==> src/rtl/mips_cpu_muldiv_ctrl_pkg.sv <==
`default_nettype none
// +--------------------------------------------------------------------+
// | mips_cpu_muldiv_pkg : shared types and constants for the HI/LO unit |
// | Rev 1.0                                                              |
// +--------------------------------------------------------------------+
package mips_cpu_muldiv_pkg;

  typedef enum logic [2:0] {
    OP_NONE  = 3'd0,
    OP_MULT  = 3'd1,
    OP_MULTU = 3'd2,
    OP_DIV   = 3'd3,
    OP_DIVU  = 3'd4,
    OP_MTHI  = 3'd5,
    OP_MTLO  = 3'd6
  } muldiv_op_t;

  typedef enum logic [1:0] {
    IDLE     = 2'd0,
    MUL_WB   = 2'd1,
    DIV_RUN  = 2'd2,
    DIV_DONE = 2'd3
  } muldiv_state_t;

  localparam int          DIV_STEPS = 32;
  localparam logic [31:0] DIV0_QUOT = 32'hFFFF_FFFF;

  function automatic logic [31:0] abs32(input logic [31:0] v);
    return v[31] ? (32'd0 - v) : v;
  endfunction

endpackage
`default_nettype wire

==> src/rtl/mips_cpu_muldiv_ctrl_if.sv <==
`default_nettype none
// +--------------------------------------------------------------------+
// | mips_cpu_muldiv_ctrl_if : pipeline and multiplier hookup for HI/LO  |
// | Rev 1.0                                                              |
// +--------------------------------------------------------------------+
interface mips_cpu_muldiv_ctrl_if;
  logic        op_valid;
  logic [2:0]  op;
  logic [31:0] rs_val;
  logic [31:0] rt_val;
  logic        rd_req;
  logic        rd_sel;
  logic [31:0] rd_data;
  logic        rd_valid;
  logic        busy;
  logic        stall;
  logic [31:0] mult_a;
  logic [31:0] mult_b;
  logic        mult_sign;
  logic [63:0] mult_r;
  logic [31:0] hi;
  logic [31:0] lo;

  modport slave (
    input  op_valid, op, rs_val, rt_val, rd_req, rd_sel, mult_r,
    output rd_data, rd_valid, busy, stall, mult_a, mult_b, mult_sign, hi, lo
  );

  modport master (
    output op_valid, op, rs_val, rt_val, rd_req, rd_sel, mult_r,
    input  rd_data, rd_valid, busy, stall, mult_a, mult_b, mult_sign, hi, lo
  );
endinterface
`default_nettype wire

==> src/rtl/mips_cpu_muldiv_ctrl_div_core.sv <==
`default_nettype none
// +--------------------------------------------------------------------+
// | mips_cpu_div_core : 32-step unsigned restoring divider              |
// | Rev 1.0                                                              |
// +--------------------------------------------------------------------+
module mips_cpu_div_core
  import mips_cpu_muldiv_pkg::*;
(
  input  logic        clk,
  input  logic        reset,
  input  logic        start,
  input  logic [31:0] dividend,
  input  logic [31:0] divisor,
  output logic [31:0] quot,
  output logic [31:0] rem,
  output logic        done
);

  logic [31:0] dsor;
  logic [4:0]  step;
  logic        running;
  logic [32:0] rem_sh;
  logic [32:0] diff;

  // quot doubles as the dividend shift register; a zero divisor naturally yields all-ones
  always_comb begin
    rem_sh = {rem, quot[31]};
    diff   = rem_sh - {1'b0, dsor};
  end

  assign done = running && (step == 5'(DIV_STEPS - 1));

  always_ff @(posedge clk or posedge reset) begin
    if (reset) begin
      quot    <= '0;
      rem     <= '0;
      dsor    <= '0;
      step    <= '0;
      running <= 1'b0;
    end else if (start) begin
      quot    <= dividend;
      rem     <= '0;
      dsor    <= divisor;
      step    <= '0;
      running <= 1'b1;
    end else if (running) begin
      if (!diff[32]) begin
        rem  <= diff[31:0];
        quot <= {quot[30:0], 1'b1};
      end else begin
        rem  <= rem_sh[31:0];
        quot <= {quot[30:0], 1'b0};
      end
      step <= step + 5'd1;
      if (done) running <= 1'b0;
    end
  end

endmodule
`default_nettype wire

==> src/rtl/mips_cpu_muldiv_ctrl.sv <==
`default_nettype none
// +--------------------------------------------------------------------+
// | mips_cpu_muldiv_ctrl : HI/LO sequencer (mul hookup, divider, MT/MF) |
// | Rev 1.0                                                              |
// +--------------------------------------------------------------------+
module mips_cpu_muldiv_ctrl
  import mips_cpu_muldiv_pkg::*;
(
  input  logic                    clk,
  input  logic                    reset,
  mips_cpu_muldiv_ctrl_if.slave   bus
);

  muldiv_state_t state;
  muldiv_op_t    op_in;
  logic [31:0]   hi_reg, lo_reg;
  logic [31:0]   mul_a_hold, mul_b_hold;
  logic          mul_sign_hold;
  logic          q_neg, r_neg;
  logic          idle, is_div, is_sdiv, div_start, div_done;
  logic [31:0]   div_quot, div_rem, div_a, div_b;

  assign op_in     = muldiv_op_t'(bus.op);
  assign idle      = (state == IDLE);
  assign is_sdiv   = (op_in == OP_DIV);
  assign is_div    = is_sdiv || (op_in == OP_DIVU);
  assign div_start = bus.op_valid && idle && is_div;
  assign div_a     = is_sdiv ? abs32(bus.rs_val) : bus.rs_val;
  assign div_b     = is_sdiv ? abs32(bus.rt_val) : bus.rt_val;

  mips_cpu_div_core u_div (
    .clk      (clk),
    .reset    (reset),
    .start    (div_start),
    .dividend (div_a),
    .divisor  (div_b),
    .quot     (div_quot),
    .rem      (div_rem),
    .done     (div_done)
  );

  // operands flow straight through while idle so the multiplier captures them on the accept edge
  assign bus.mult_a    = idle ? (bus.op_valid ? bus.rs_val : 32'd0) : mul_a_hold;
  assign bus.mult_b    = idle ? (bus.op_valid ? bus.rt_val : 32'd0) : mul_b_hold;
  assign bus.mult_sign = idle ? (bus.op_valid && op_in == OP_MULT) : mul_sign_hold;

  assign bus.busy     = !idle;
  assign bus.stall    = !idle && (bus.op_valid || bus.rd_req);
  assign bus.rd_valid = bus.rd_req && idle;
  assign bus.rd_data  = bus.rd_sel ? hi_reg : lo_reg;
  assign bus.hi       = hi_reg;
  assign bus.lo       = lo_reg;

  always_ff @(posedge clk or posedge reset) begin
    if (reset) begin
      state         <= IDLE;
      hi_reg        <= '0;
      lo_reg        <= '0;
      mul_a_hold    <= '0;
      mul_b_hold    <= '0;
      mul_sign_hold <= 1'b0;
      q_neg         <= 1'b0;
      r_neg         <= 1'b0;
    end else begin
      case (state)
        IDLE: begin
          if (bus.op_valid) begin
            case (op_in)
              OP_MULT, OP_MULTU: begin
                mul_a_hold    <= bus.rs_val;
                mul_b_hold    <= bus.rt_val;
                mul_sign_hold <= (op_in == OP_MULT);
                state         <= MUL_WB;
              end
              OP_DIV, OP_DIVU: begin
                q_neg <= is_sdiv && (bus.rs_val[31] ^ bus.rt_val[31]);
                r_neg <= is_sdiv && bus.rs_val[31];
                state <= DIV_RUN;
              end
              OP_MTHI: hi_reg <= bus.rs_val;
              OP_MTLO: lo_reg <= bus.rs_val;
              default: ;
            endcase
          end
        end
        MUL_WB: begin
          {hi_reg, lo_reg} <= bus.mult_r;
          state            <= IDLE;
        end
        DIV_RUN: begin
          if (div_done) state <= DIV_DONE;
        end
        DIV_DONE: begin
          lo_reg <= q_neg ? (32'd0 - div_quot) : div_quot;
          hi_reg <= r_neg ? (32'd0 - div_rem) : div_rem;
          state  <= IDLE;
        end
        default: state <= IDLE;
      endcase
    end
  end

endmodule
`default_nettype wire

==> src/flat_wrapper.sv <==
// flat-port wrapper written by rule: the top's interface ports become plain ports
module mips_cpu_muldiv_ctrl_flat import mips_cpu_muldiv_pkg::*;
  (clk, reset, bus_op_valid, bus_op, bus_rs_val, bus_rt_val, bus_rd_req, bus_rd_sel, bus_mult_r, bus_rd_data, bus_rd_valid, bus_busy, bus_stall, bus_mult_a, bus_mult_b, bus_mult_sign, bus_hi, bus_lo);
  mips_cpu_muldiv_ctrl_if bus_i ();
  input  logic clk;
  input  logic reset;
  input wire logic [$bits(bus_i.op_valid)-1:0] bus_op_valid;
  input wire logic [$bits(bus_i.op)-1:0] bus_op;
  input wire logic [$bits(bus_i.rs_val)-1:0] bus_rs_val;
  input wire logic [$bits(bus_i.rt_val)-1:0] bus_rt_val;
  input wire logic [$bits(bus_i.rd_req)-1:0] bus_rd_req;
  input wire logic [$bits(bus_i.rd_sel)-1:0] bus_rd_sel;
  input wire logic [$bits(bus_i.mult_r)-1:0] bus_mult_r;
  output wire logic [$bits(bus_i.rd_data)-1:0] bus_rd_data;
  output wire logic [$bits(bus_i.rd_valid)-1:0] bus_rd_valid;
  output wire logic [$bits(bus_i.busy)-1:0] bus_busy;
  output wire logic [$bits(bus_i.stall)-1:0] bus_stall;
  output wire logic [$bits(bus_i.mult_a)-1:0] bus_mult_a;
  output wire logic [$bits(bus_i.mult_b)-1:0] bus_mult_b;
  output wire logic [$bits(bus_i.mult_sign)-1:0] bus_mult_sign;
  output wire logic [$bits(bus_i.hi)-1:0] bus_hi;
  output wire logic [$bits(bus_i.lo)-1:0] bus_lo;
  assign bus_i.op_valid = bus_op_valid;
  assign bus_i.op = bus_op;
  assign bus_i.rs_val = bus_rs_val;
  assign bus_i.rt_val = bus_rt_val;
  assign bus_i.rd_req = bus_rd_req;
  assign bus_i.rd_sel = bus_rd_sel;
  assign bus_i.mult_r = bus_mult_r;
  assign bus_rd_data = bus_i.rd_data;
  assign bus_rd_valid = bus_i.rd_valid;
  assign bus_busy = bus_i.busy;
  assign bus_stall = bus_i.stall;
  assign bus_mult_a = bus_i.mult_a;
  assign bus_mult_b = bus_i.mult_b;
  assign bus_mult_sign = bus_i.mult_sign;
  assign bus_hi = bus_i.hi;
  assign bus_lo = bus_i.lo;
  mips_cpu_muldiv_ctrl u_core (.clk(clk), .reset(reset), .bus(bus_i));
endmodule
==> config.mk <==
export PLATFORM = sky130hd
export DESIGN_NAME = mips_cpu_muldiv_ctrl_flat
export DESIGN_NICKNAME = d
export VERILOG_FILES = /design/src/rtl/mips_cpu_muldiv_ctrl_pkg.sv /design/src/rtl/mips_cpu_muldiv_ctrl_if.sv /design/src/rtl/mips_cpu_muldiv_ctrl_div_core.sv /design/src/rtl/mips_cpu_muldiv_ctrl.sv /design/src/flat_wrapper.sv
export SDC_FILE = /design/constraint.sdc
export NUM_CORES = 1
export LEC_CHECK = 0
export CORE_UTILIZATION = 50
export CTS_BUF_LIST = sky130_fd_sc_hd__clkbuf_4
export DETAILED_ROUTE_END_ITERATION = 10
export PLACE_DENSITY = 0.77
export SLEW_MARGIN = 20
export SYNTH_ARGS = -nofsm -noshare
export SYNTH_HDL_FRONTEND = slang
export SYNTH_SLANG_ARGS = --single-unit
==> constraint.sdc <==
create_clock -name clk -period 11.66 [get_ports clk]
set_input_delay 2.915 -clock clk [delete_from_list [all_inputs] [get_ports clk]]
set_output_delay 2.915 -clock clk [all_outputs]
set_load 0.02 [all_outputs]
* After elaboration in Yosys (flattened, before gate mapping)
Cells that the tools add are included.
** Word-level totals
- Output and inout port bits :: 164
- Logic and storage cells :: 90
- Bits of input ports :: 136
- Flip-flop bits (word level) :: 235
** Operators by class
- $add $sub $neg :: 6
- Eq/ne operators :: 15
- Multiplexer cells :: 33
- Bitwise logic cells :: 1
- Reductions and logical operators :: 22
** Operator list (count)
- $mux W32 :: 20
- $pmux W32 S3 :: 2
- $sub A1 B32 Y32 const A :: 4
- $sub A33 B32 Y33 :: 1
- $reduce_and A3 Y1 :: 5
- $mux W5 :: 2
- $eq A3 B3 Y1 const B :: 3
- $logic_and A1 B1 Y1 :: 8
- $eq A3 B2 Y1 const B :: 2
- $ne A2 B2 Y1 const B :: 3
- $pmux W2 S3 :: 1
- $reduce_or A2 Y1 :: 3
- $add A5 B1 Y5 const B :: 1
- $eq A5 B5 Y1 const B :: 1
- $mux W1 :: 5
- $eq A2 B2 Y1 const B :: 2
- $mux W2 :: 2
- $pmux W2 S2 :: 1
- $eq A3 B1 Y1 const B :: 1
- $ne A3 B3 Y1 const B :: 1
- $reduce_bool A3 Y1 :: 1
- $eq A2 B1 Y1 const B :: 1
- $logic_not A2 Y1 :: 1
- $logic_or A1 B1 Y1 :: 2
- 4 further kinds :: 4

* Logic depth before layout (Yosys ltp)
Gate-level depths: netlist (run 1).
- Depth after elaboration :: 5
- Depth in mapped cells :: 14
- Mapped depth without buffers :: 12

* Modules after synthesis
Synthesis (run 1) repeated with hierarchy kept, for this count alone.
** Second synthesis, totals
- Cell total of the unflattened synthesis :: 1932
- Area, all modules :: 16298.1 µm²
** By module, submodules not included
- mips_cpu_muldiv_ctrl :: times used 1, cells an instance 1222, area an instance 10057.1 µm²
- mips_cpu_div_core :: times used 1, cells an instance 710, area an instance 6241.0 µm²

* Least setup slack after synthesis (run 1)
No wires, ideal clock.
- Path kind :: input-to-output
- From :: input port bus_op_valid
- To :: output port bus_mult_sign
- Path slack :: 4.776 ns
- Path buffers :: 1
- Stages on the path :: 3
- Arrival :: 3.969 ns
- Required time :: 8.745 ns
- Path through :: clkbuf_1 -> nand2_1 -> o41ai_1
** On the way
- Longest elaborated chain between the ends :: 2
** RTL lines
- start: declaration :: RTL line flat_wrapper.sv:7 : input wire logic [$bits(bus_i.op_valid)-1:0] bus_op_valid;
- $logic_and A1 B1 Y1 :: RTL line mips_cpu_muldiv_ctrl.sv:45 : assign bus.mult_sign = idle ? (bus.op_valid && op_in == OP_MULT) : mul_sign_hold;
- $mux W1 :: RTL line mips_cpu_muldiv_ctrl.sv:45
- end: declaration :: RTL line flat_wrapper.sv:20 : output wire logic [$bits(bus_i.mult_sign)-1:0] bus_mult_sign;
Every way passes these cells.

* Worst setup path in the final report (run 1)
Ends and elaborated chain as after synthesis.

==> results of run 1 <==
-- per-stage QoR --
stage	utilization [%]	hold slack, ns	setup WS, ns
floorplan	-	0.450	2.30
global placement	61.6	0.464	3.82
detailed placement	61.6	0.472	3.83
CTS	64.6	0.486	3.81
global route	64.6	0.509	3.63
finish	64.6	0.482	3.76
-- final cells by class --
type                    instances  area, um^2  area share, %
multi-input cells            1429        9310           46.7
flip-flops and latches        235        5890           29.5
repair buffers                318        3130           15.7
clock buffers                 102         766           3.84
well taps                     396         495           2.48
inverters                      56         218           1.09
clock inverters                20         143          0.715
diodes                          4        10.0         0.0501
-- worst paths after layout --
kind | from | to | slack [ns] | depth (start not counted)
min in group asynchronous | reset | u_core.u_div.rem[19] | 2.80 | 2
setup / recovery | bus_op_valid | bus_mult_sign | 3.76 | 5
setup reg to reg | u_core.u_div.quot[31] | u_core.u_div.rem[31] | 7.66 | 13
hold / removal | u_core.u_div.dsor[20] | u_core.u_div.dsor[20] | 0.48 | 2
hold reg to reg | u_core.u_div.dsor[20] | u_core.u_div.dsor[20] | 0.48 | 2
max in group asynchronous | reset | u_core.state[1] | 7.32 | 3
-- power groups by stage --
stage          clock network (mW)  registers (mW)  logic [mW]
6_report                    0.827            1.72        3.73
3_3_place_gp                    0            1.69        3.62
2_1_floorplan                   0            1.65        2.40
4_1_cts                     0.842            1.71        3.72
3_5_place_dp                    0            1.72        3.70
5_1_grt                     0.890            1.77        4.07
-- cell usage after synthesis, drive strengths merged (2+ instances only) --
library cell  count
o211ai           25
a31oi            18
or2               3
dfrtp           235
nand2           319
a21o             14
nor2b            20
nor4              6
o22ai             2
a21oi            88
mux2             95
ha               38
nor2             74
o21ai           191
o311ai            3
and3              8
a41oi             4
nor3             16
clkbuf          109
nand4             7
buf              20
nand2b           11
inv              56
or4              15
or3b              2
mux2i            78
o221ai           12
xor2             88
o41ai            15
o211a             2
a211oi           23
a311oi            3
and2             12
o21a              5
o2111ai           2
o31ai            34
xnor2            64
a221o             3
nand3            83
a22oi            11
or3              17
a221oi            9
-- metal layers --
metal / vias up / track usage, % / routed length [um]
met2: 797 / 51.2 / 23800
met5: - / 0 / 0
met3: 109 / 6.40 / 4680
met1: 7419 / 44.4 / 22700
met4: 0 / 11.2 / 1420
li1: 7138 / - / -
-- tightest hold or removal path: cells and delay by family, from the launching register on --
kind | cells | cell delay, ns
flops | 1 | 0.34
simple gates | 1 | 0.05
compound gates | 1 | 0.06
-- cell families after synthesis --
logic type	after synthesis	synth area share, %
xor+xnor	152	8.41
buf+inv	185	4.42
simple gates	595	16.9
mux	173	11.7
compound gates	470	18.4
fa+ha+maj	39	3.13
flops	235	37.1
==> flow_summary.ini, run 1 <==
[sta]
maxSlewHeadroom_pct = 27.9
period_minus_slack_ns = 7.90
finalCritPeriodShare_pct = 67.7
setup_tns_ns = 0
hold_viol_final = 0
fmax_mhz = 127
rsz0062_at_grt = false
finClkSkew_ns = 0.0368
tightest_slew_ns = 1.08
finalSetupViolCount = 0
maxSlewViolCount = 0

[power]
leakagePower_nw = 8.45
switching_share_pct = 46.3
intPower_mw = 3.37
pwr-share-seq_pct = 27.4
net-switching-power_mw = 2.91
p_total_mw = 6.28
irDropWorstVdd_mv = 0.215
pwr-share-clk_pct = 13.2
comb_power_share_pct = 59.4
power_density_mw_per_mm2 = 315

[yosys]
netlist_instances = 1849
synth_area_mm2 = 0.0158
ys_types = 62
synth_top_cell_area_share_pct = 37.1
syn_nets = 2024
synthArstFlopShare_pct = 100
synth_area_leaders = dfrtp_1 37%, nand2_1 7.5%, mux2_2 6.8%
ys_seq_area_share_pct = 37.1
synth-edff-count = 0
ys_ff_latch = 235
synth_ff_type = dfrtp_1
yosysTopAreaCell = dfrtp_1
ys_warn_count = 0
syn_area_per_cell_um2 = 8.57

[setup_path]
crit_family = buffers and inverters
cp.arrival_ns = 4.98
end_kind = output port
path_cells = buf_2 > buf_4 > nand2_1 > o41ai_1 > clkdlybuf4s50_1
crit_path_start_kind = input port
crit_type = input port to output port
crit_buf_inv = 3
slowest_stage = clkdlybuf4s50_1
max_stage_delay_ns = 0.67
crit_path_max_fanout = 70
crit_required_ns = 8.75

[run_status]
status = completed

[global_routing]
grt_antenna_before_repair = 4
grtUsageTotal_pct = 32.4
grt_pass1_wl_mm = 83.6
grt_remaining_overflow = 0
grt_max_degree = 113
first_global_vias = 15000

[clock_network]
cts-root-buf = clkbuf_4
cts_sinks = 235
cts_resized = 0
cts_setup_buffers = 0
cts_hold_buf = 0
insertion_delay_ns = 0.67
cts_tree = yes
cts_made_buffers = 68
h-tree-depth = 3
clk_path_buf_depth = 3
clk_pin_slew_ns = 0.06

[floorplanning]
num_rows = 64
dieArea_mm2 = 0.0324
core_region_area_mm2 = 0.0309
start_util_pct = 51.2
io_pins = 300
die_h_um = 180
die_width_um = 180

[routing]
drtIter0Drc = 1310
drc = 0
vias = 15500
vias_per_cell = 6.04
wirelength_mm = 52.6
dr.pass1.iters = 5
ant_nets = 0
wire_per_inst_um = 20.6

[placed_design]
dp_hpwl_mm = 37.5
io_buffers = 299
postPlaceCellArea_mm2 = 0.0190
dp_cells = 2434
place.gp.congestion = 0.945

[cells_and_area]
final_common_cell = nand2_1
final_nets = 2283
mostFrequentLayoutCells = 318 x nand2_1, 298 x clkdlybuf4s50_1, 232 x dfrtp_1
area_growth_pct = 26.0
stdcell_area_mm2 = 0.0200
nFillCells = 2576
fin_cells = 2560
layout-drive-gt1-share_pct = 11.6

[job]
maxCapViolations = 0

[worst_hold_path]
hp-class = register to register
Note: power is estimated with default switching activity, not from simulation.
==> run 2: changes to the inputs <==
==> constraint.sdc (replaced) <==
create_clock -name clk -period 7.9 [get_ports clk]
set_input_delay 1.975 -clock clk [delete_from_list [all_inputs] [get_ports clk]]
set_output_delay 1.975 -clock clk [all_outputs]
set_load 0.02 [all_outputs]
==> run 2 against run 1 <==
Against the previous run: die area is the same; clock-buffer cell count is 8 lower; critical path depth increased by 1; largest power group unchanged; non-clock buffer count did not move; register-to-register slack got worse by 4.4 ns; first-iteration DRC count rose by 9.0%.
==> flow_summary.ini, run 2 (synthesis gave the netlist of run 1 again) <==
[cells_and_area]
layout-drive-gt1-share_pct = 11.3
mostFrequentLayoutCells = 318 x nand2_1, 298 x clkdlybuf4s50_1, 232 x dfrtp_1
fin_cells = 2543
stdcell_area_mm2 = 0.0199
final_common_cell = nand2_1
fin_util_pct = 64.3
final_nets = 2281
area_growth_pct = 25.6

[setup_path]
r2r_setup_slack_ns = 3.31
crit_path_max_fanout = 69
crit_required_ns = 5.93
end_kind = output port
crit_type = register to output port
cp.arrival_ns = 4.16
crit_path_start_kind = register

[sta]
fmax_mhz = 163
setup_tns_ns = 0
hold_viol_final = 0
period_minus_slack_ns = 6.13
finalSetupViolCount = 0
finalCritPeriodShare_pct = 77.6
finClkSkew_ns = 0.0557
rsz0062_at_grt = false
maxSlewHeadroom_pct = 29.3
maxSlewViolCount = 0
tightest_slew_ns = 1.06
setup_slack_ns = 1.77
whs_ns = 0.481

[routing]
drtIter0Drc = 1428
dr.pass1.iters = 9
wirelength_mm = 52.0
ant_nets = 0
wire_per_inst_um = 20.4
vias_per_cell = 6.11
drc = 0
vias = 15500

[placed_design]
postPlaceCellArea_mm2 = 0.0191
dp_cells = 2434
pre_cts_ws_ns = 2.03
place.gp.congestion = 0.948
io_buffers = 299
dp_hpwl_mm = 37.5

[clock_network]
insertion_delay_ns = 0.70
cts_hold_buf = 0
cts_setup_buffers = 0
cts_made_buffers = 66
clk_path_buf_depth = 3
cts_tree = yes
h-tree-depth = 3
cts-root-buf = clkbuf_4
cts_resized = 0
clk_pin_slew_ns = 0.06
cts_sinks = 235

[global_routing]
grt_antenna_before_repair = 3
grt_max_degree = 130
first_global_vias = 14900
grt_pass1_wl_mm = 82.9
grt_remaining_overflow = 0
grtUsageTotal_pct = 31.9

[floorplanning]
core_region_area_mm2 = 0.0309
start_util_pct = 51.2
io_pins = 300
num_rows = 64
die_width_um = 180
die_h_um = 180
dieArea_mm2 = 0.0324

[power]
irDropWorstVdd_mv = 0.242
p_total_mw = 9.19
leakagePower_nw = 8.40
power_density_mw_per_mm2 = 462

[worst_hold_path]
hp-class = register to register

[job]
maxCapViolations = 0

[run_status]
status = completed
-- run 2: routing by layer --
metal  global-route usage (%)  vias up  share of wire [%]
li1                         -     7121                  -
met1                     44.7     7530                 44
met2                     48.7      763                 45
met3                     5.43      132                8.0
met4                     13.3        0                3.4
met5                        0        -                  0
-- run 2: cell type report --
type                       count  area, um^2
tap                          396         495
fill                        2558       11000
sequential                   235        5890
clock inverter                13         115
clock buffer                  94         706
timing repair buffer         318        3140
multi-input combinational   1429        9320
antenna                        2        5.00
inverter                      56         215
-- run 2: worst paths after layout --
check / endpoint / cells after the start / start
min: u_core.u_div.dsor[27] / 2 / u_core.u_div.dsor[27]
max reg2reg: u_core.u_div.rem[17] / 13 / u_core.u_div.quot[31]
min in group asynchronous: u_core.u_div.rem[21] / 3 / reset
min reg2reg: u_core.u_div.dsor[27] / 2 / u_core.u_div.dsor[27]
max in group asynchronous: u_core.mul_b_hold[30] / 4 / reset
max: bus_mult_b[19] / 6 / u_core.state[1]
-- run 2: report_power, final --
group	switching, mW	internal, mW	total [mW]
Combinational	2.98	2.49	5.47
Sequential	0.750	1.83	2.58
Clock	0.535	0.609	1.14
-- run 2: worst max-delay path, stage by stage, from the launching register on --
cell	delay [ns]
dfrtp_2	0.68
nor2_4	0.17
buf_4	0.62
clkinv_2	0.96
nand2_1	0.36
nand2_1	0.10
clkdlybuf4s50_1	0.56
